$ cat src/rtl/rf_wb_arbiter.sv
// ---------------------------------------------------------------------------
// rf_wb_arbiter
// Write-port controller for the 32x32 register file. Two requesters share the
// single write port: the pipeline write-back stage (wb) and the multi-cycle
// unit (mu). wb has priority unless mu has been refused STARVE_MAX cycles in a
// row, in which case mu is forced through for one transfer. On clr_req the
// block walks x1..x31 through the write port writing zero.
//
// Ports
//   clk, rst_n                 clock, async active-low reset
//   clr_req                    level request to start a clear sequence
//   clr_busy                   high while the clear sequence is running
//   clr_done                   registered one-cycle pulse with the x31 write
//   wb_valid/ready/rd/data     write-back stage request + handshake
//   mu_valid/ready/rd/data     multi-cycle unit request + handshake
//   W_en, Rd, Wr_data          registered register-file write port
//   grant_src                  registered source of the write (0 wb, 1 mu)
//
// State table
//   ST_ARB   | normal arbitration between wb and mu
//   ST_CLEAR | zeroing x1..x31, both requesters held off
// ---------------------------------------------------------------------------
module rf_wb_arbiter #(
    parameter int STARVE_MAX = 4
) (
    input  logic        clk,
    input  logic        rst_n,
    input  logic        clr_req,
    output logic        clr_busy,
    output logic        clr_done,
    input  logic        wb_valid,
    output logic        wb_ready,
    input  logic [4:0]  wb_rd,
    input  logic [31:0] wb_data,
    input  logic        mu_valid,
    output logic        mu_ready,
    input  logic [4:0]  mu_rd,
    input  logic [31:0] mu_data,
    output logic        W_en,
    output logic [4:0]  Rd,
    output logic [31:0] Wr_data,
    output logic        grant_src
);

    localparam logic [3:0] LP_SMAX = 4'(STARVE_MAX);

    typedef enum logic {
        ST_ARB   = 1'b0,
        ST_CLEAR = 1'b1
    } state_t;

    state_t     r_state;
    logic [4:0] r_clr_idx;
    logic [3:0] r_starve_cnt;

    logic w_force_mu;
    logic w_arb_open;
    logic w_wb_xfer;
    logic w_mu_xfer;

    assign w_force_mu = mu_valid && (r_starve_cnt == LP_SMAX);

    // Readies are gated by rst_n so nothing handshakes while reset is held.
    assign w_arb_open = rst_n && (r_state == ST_ARB) && !clr_req;
    assign wb_ready   = w_arb_open && !w_force_mu;
    assign mu_ready   = w_arb_open && (!wb_valid || w_force_mu);

    assign w_wb_xfer  = wb_valid && wb_ready;
    assign w_mu_xfer  = mu_valid && mu_ready;

    assign clr_busy   = (r_state == ST_CLEAR);

    always_ff @(posedge clk or negedge rst_n) begin
        if (!rst_n) begin
            r_state      <= ST_ARB;
            r_clr_idx    <= 5'd0;
            r_starve_cnt <= 4'd0;
            W_en         <= 1'b0;
            Rd           <= 5'd0;
            Wr_data      <= 32'd0;
            grant_src    <= 1'b0;
            clr_done     <= 1'b0;
        end else begin
            clr_done <= 1'b0;
            case (r_state)
                ST_ARB: begin
                    // Starvation counts only cycles where wb is what blocked mu.
                    if (w_mu_xfer || !mu_valid) begin
                        r_starve_cnt <= 4'd0;
                    end else if (wb_valid && (r_starve_cnt != LP_SMAX)) begin
                        r_starve_cnt <= r_starve_cnt + 4'd1;
                    end

                    if (clr_req) begin
                        r_state   <= ST_CLEAR;
                        r_clr_idx <= 5'd1;
                        W_en      <= 1'b0;
                    end else if (w_wb_xfer) begin
                        W_en      <= (wb_rd != 5'd0);
                        Rd        <= wb_rd;
                        Wr_data   <= wb_data;
                        grant_src <= 1'b0;
                    end else if (w_mu_xfer) begin
                        W_en      <= (mu_rd != 5'd0);
                        Rd        <= mu_rd;
                        Wr_data   <= mu_data;
                        grant_src <= 1'b1;
                    end else begin
                        W_en      <= 1'b0;
                    end
                end

                ST_CLEAR: begin
                    W_en      <= 1'b1;
                    Rd        <= r_clr_idx;
                    Wr_data   <= 32'd0;
                    grant_src <= 1'b0;
                    r_clr_idx <= r_clr_idx + 5'd1;
                    if (r_clr_idx == 5'd31) begin
                        r_state  <= ST_ARB;
                        clr_done <= 1'b1;
                    end
                end

                default: begin
                    r_state <= ST_ARB;
                end
            endcase
        end
    end

endmodule

$ cat config.mk
export PLATFORM = sky130hd
export DESIGN_NAME = rf_wb_arbiter
export DESIGN_NICKNAME = d
export VERILOG_FILES = /design/src/rtl/rf_wb_arbiter.sv
export SDC_FILE = /design/constraint.sdc
export NUM_CORES = 1
export LEC_CHECK = 0
export ABC_AREA = 1
export CAP_MARGIN = 20
export CORE_MARGIN = 2
export CORE_UTILIZATION = 25
export CTS_CLUSTER_DIAMETER = 120
export DETAILED_ROUTE_END_ITERATION = 16
export SETUP_SLACK_MARGIN = 0.4
export SLEW_MARGIN = 30
export SYNTH_ARGS = -nofsm -noshare
export SYNTH_HDL_FRONTEND = slang
export SYNTH_SLANG_ARGS = --single-unit
$ cat constraint.sdc
create_clock -name clk -period 1.46 [get_ports clk]
set_input_delay 0.438 -clock clk [delete_from_list [all_inputs] [get_ports clk]]
set_output_delay 0.438 -clock clk [all_outputs]
set_load 0.005 [all_outputs]
* Word level (Yosys, flattened, before mapping)
Index checks and enable logic that the tools add are counted.
Operators by class: $add $sub $neg 2, eq/ne operators 6, multiplexer cells 25, bitwise logic cells 1, reductions and logical operators 19
Operators by type and width (count):
- two-way mux 32 bit | 3
- one-hot mux 32 bit (2 select lines) | 1
- two-way mux 5 bit | 4
- one-hot mux 5 bit (2 select lines) | 2
- two-way mux 1 bit | 10
- nonzero test 5 bit | 2
- logical AND 1 bit | 8
- two-way mux 4 bit | 2
- one-hot mux 1 bit (2 select lines) | 3
- adder 5 x 1 -> 5 bit, second input constant | 1
- equality test 5 bit, second input constant | 1
- adder 4 x 1 -> 4 bit, second input constant | 1
- equality test 4 x 3 -> 1 bit, second input constant | 1
- logical NOT 1 bit | 4
- inequality test 2 bit, second input constant | 2
- inequality test 4 x 3 -> 1 bit, second input constant | 1
- AND reduction 2 bit | 2
- inequality test 3 bit, second input constant | 1
- logical OR 1 bit | 2
- nonzero test 2 bit | 1
- inverter 1 bit | 1
Storage, ports and cells: register bits 50, output and inout bits 43, word-level logic and storage cells 61

* Longest topological paths before layout
Gate-level depths: netlist of run 1.
word-level depth 9, mapped depth 10

* Worst setup path before layout of run 1
No wires, ideal clock.
path type reg2out, start register r_starve_cnt[0], end output port wb_ready, data arrival time 1124 ps, required time 1022 ps, setup slack -102 ps, cell stages (with the launch flop) 7, path buffers 1, cells stage by stage dfrtp_1 -> inv_1 -> ha_1 -> nand4_2 -> nand2_1 -> inv_2 -> buf_4
On the way: word-level cells in the longest chain between the ends 4
RTL lines:
- start: declaration | RTL line 54 | logic [3:0] r_starve_cnt;
- start signal: assignment | RTL line 91 | r_starve_cnt <= r_starve_cnt + 4'd1;
- equality test 4 x 3 -> 1 bit | RTL line 61 | assign w_force_mu = mu_valid && (r_starve_cnt == LP_SMAX);
- logical AND 1 bit | RTL line 61
- logical NOT 1 bit | RTL line 65 | assign wb_ready = w_arb_open && !w_force_mu;
- logical AND 1 bit | RTL line 65
- end: declaration | RTL line 32 | output logic wb_ready,
Every way passes these cells.

* Worst setup path after layout of run 1
start register r_starve_cnt[1], end output port mu_ready
On the way: word-level cells in the longest chain between the ends 4
RTL lines:
- equality test 4 x 3 -> 1 bit | RTL line 61
- logical AND 1 bit | RTL line 61
- logical OR 1 bit | RTL line 66 | assign mu_ready = w_arb_open && (!wb_valid || w_force_mu);
- logical AND 1 bit | RTL line 66
- end: declaration | RTL line 36 | output logic mu_ready,
Every way passes these cells.

==> impl_metrics.yaml, run 1 <==
synth:
  synth-seq-area-share: 0.4476
  syn_avg_cell_area_um2: 7.375
  ys_ff_latch: 50
  netlist_area_mm2: 0.002795
  syn_inst: 379
  syn-num-nets: 462
  yosysUniqueCellTypes: 27
  yosysWarnings: 0
worst_setup_path:
  critical-path-max-stage-delay_ns: 0.40
  reg2reg_to: "Wr_data[28]$_DFFE_PN0P_"
  rrSetupSlack_ns: -0.21
  critPathRequiredTime_ns: 1.02
  r2r_cells: 11
  cp_top_family: "flip-flops"
  worst_setup_path_end_kind: "primary output"
  crit_path_top_delay_cell: "dfrtp_1"
  cp_common_cell: "nand2_2"
  path_class: "reg2out"
  rr_startpoint: "clr_busy$_DFF_PN0_"
  startpoint_type: "flop"
  crit_start: "r_starve_cnt[1]$_DFFE_PN0P_"
  worstPathArrival_ns: 1.28
  cp_max_fo: 3
  cp_num_buf_inv: 3
  cp_cell_sequence: "inv_2, ha_4, nand4_4, nand2_2, nand2_2, inv_1, buf_2"
routing:
  wirelength_um: 9899
  post_drt_wl_per_cell_um: 14.45
  ant_nets: 0
  drc_errors: 0
  vias: 3091
  drt_pass1_iterations: 5
  vias_per_cell: 4.512
  initialDrtViolationCount: 136
final_layout:
  layout_common_cells: "nand2_1 (145), clkdlybuf4s50_1 (74), nand3_1 (63)"
  fin_nets: 628
  final_common_cell: "nand2_1"
  area_growth_pct: 72.07
  layout-drive-gt1-share: 0.2899
  fin_util: 0.4417
  finalInstanceArea_mm2: 0.004810
  antenna_cells: 0
  stdcell_count: 685
outcome:
  violations: "negative setup slack"
  outcome: "finished with violations"
global_route:
  antenna_found_initial: 0
  grt_max_degree: 51
  grt_overflow: 0
  grt_pass1_vias: 2998
  gr-usage-all-layers: 0.1617
  grt_pass1_wl_um: 15130
power:
  internal_power_mw: 3.385
  power.density_mw_per_mm2: 1085
  switching_share: 0.3513
  p_leak_nw: 2.542
  vdd_drop_max_mv: 0.6494
  finalPower_mw: 5.218
  seq_power_share: 0.364
  p_comb_frac: 0.488
  clkPwrFrac: 0.148
  p_switching_mw: 1.833
die:
  start_util: 0.2567
  num_io_pins: 122
  core_area_mm2: 0.01089
  die_y_um: 109.7
  die-area_mm2: 0.01204
  fp.dieW_um: 109.7
  row_count: 38
timing:
  finalHoldWorstSlack_ns: 0.3587
  worst_slew_pin_slew_ns: 0.6547
  relSlewSlack: 0.5636
  setup_slack_ns: -0.2570
  finalClockSkew_ns: 0.008066
  hold_viol_final: 0
  rsz0062_at_grt: "yes"
  fin_crit_sh: 1.176
  finalSetupViolations: 43
  tns_ns: -6.804
  fmax_mhz: 582.4
  post-route-min-period_ns: 1.717
  drv_slew: 0
place:
  placed_area_mm2: 0.004364
  preCtsSetupSlack_ns: -0.7710
  numPortBuffers: 121
  hpwl_um: 6432
  dp.cells: 643
  gp_congestion: 0.8246
clock_tree:
  h-tree-depth: 2
  clock-sinks: 50
  cts_buffer_depth: 2
  cts_tree: "yes"
  clkSlewWorstSetupHoldPaths_ns: 0.09
  cts_buffers: 5
  cts_root_buf: "clkbuf_8"
  cts-hold-fix-buffers: 0
  clkLatencyLatePin_ns: 0.30
min_path:
  min_path_type: "in2async"
run:
  max_cap_viol_count: 0
worst max path at each step:
stage,slack [ns],to,cells after the start
after floorplan,-0.02,wb_ready,6
after global placement,-0.78,wb_ready,5
after detailed placement,-0.77,wb_ready,5
after CTS,-0.29,mu_ready,7
after global routing,-0.33,mu_ready,7
final,-0.26,mu_ready,7
state kept, by name, summed over array words and instances, names as in the netlist:
| name | flops |
|---|---|
| Wr_data | 32 |
| Rd | 5 |
| r_clr_idx | 5 |
| r_starve_cnt | 4 |
| W_en | 1 |
| clr_busy | 1 |
| clr_done | 1 |
| grant_src | 1 |
layout make-up:
class | count | area, µm²
Fill cell | 1102 | 6078
Timing Repair Buffer | 183 | 1729
Tap cell | 140 | 175.2
Multi-Input combinational cell | 284 | 1496
Inverter | 21 | 81.33
Sequential cell | 50 | 1251
Clock buffer | 7 | 76.32
power by group through the flow:
stage | Combinational [mW] | Sequential (mW) | Clock [mW]
final | 2.55 | 1.90 | 0.771
after global routing | 2.79 | 1.93 | 0.846
after CTS | 2.35 | 1.89 | 0.809
after detailed placement | 2.02 | 1.94 | 0
after global placement | 1.99 | 1.93 | 0
after floorplan | 0.927 | 1.93 | 0
cells in the mapped netlist, drive strengths merged:
master  count  area, µm²
nand2     156      593.1
ha          4      50.05
mux2i       3      30.03
inv        21      78.82
nor3        1      5.000
o211ai      1      7.510
buf        23      140.1
nand4       6      43.79
o21ai       9      48.80
o21a        1      7.510
and3        1      6.260
nor2       14      68.82
nand3      80      405.4
xor2        2      17.52
clkbuf      1      3.750
a21oi       4      20.02
dfrtp      50       1251
a22o        2      17.52
worst register-to-register path, delay by kind of cell, from the launching register on:
| kind | cells | cell delay, ns |
|---|---|---|
| buffers and inverters | 4 | 0.55 |
| DFF | 1 | 0.42 |
| and+or+nand+nor | 7 | 0.59 |
layer usage:
metal / share of wire / wire length, µm / track usage
met1: 0.45 / 4504 / 0.2078
met2: 0.48 / 4762 / 0.2822
met3: 0.053 / 525 / 0.03023
met4: 0.011 / 106 / 0.03345
met5: 0 / 0 / 0
logic make-up (layout without fill, tap and decap cells):
family,count (synthesis),in the layout,share of synthesized area
AOI/OAI and AO/OA,17,17,0.03626
xor gates and xnor gates,2,2,0.006268
adders and majority gates,4,4,0.01791
buffers and inverters,45,211,0.07967
DFF,50,50,0.4476
muxes,3,3,0.01074
and+or+nand+nor,258,258,0.4015
repair_timing:
action	in CTS	in global routing
pin swaps	7	8
gates resized for setup	213	16
setup endpoints to repair	93	93
setup buffers	16	14
cloned	5	0
No activity file was read; power rests on OpenSTA's default activity.
==> inputs of run 2 (changes only) <==
Settings changed: CAP_MARGIN 20 to 25.
==> results of run 2 <==
Same layout as run 1: the final DEF is identical, and so are final timing and power.
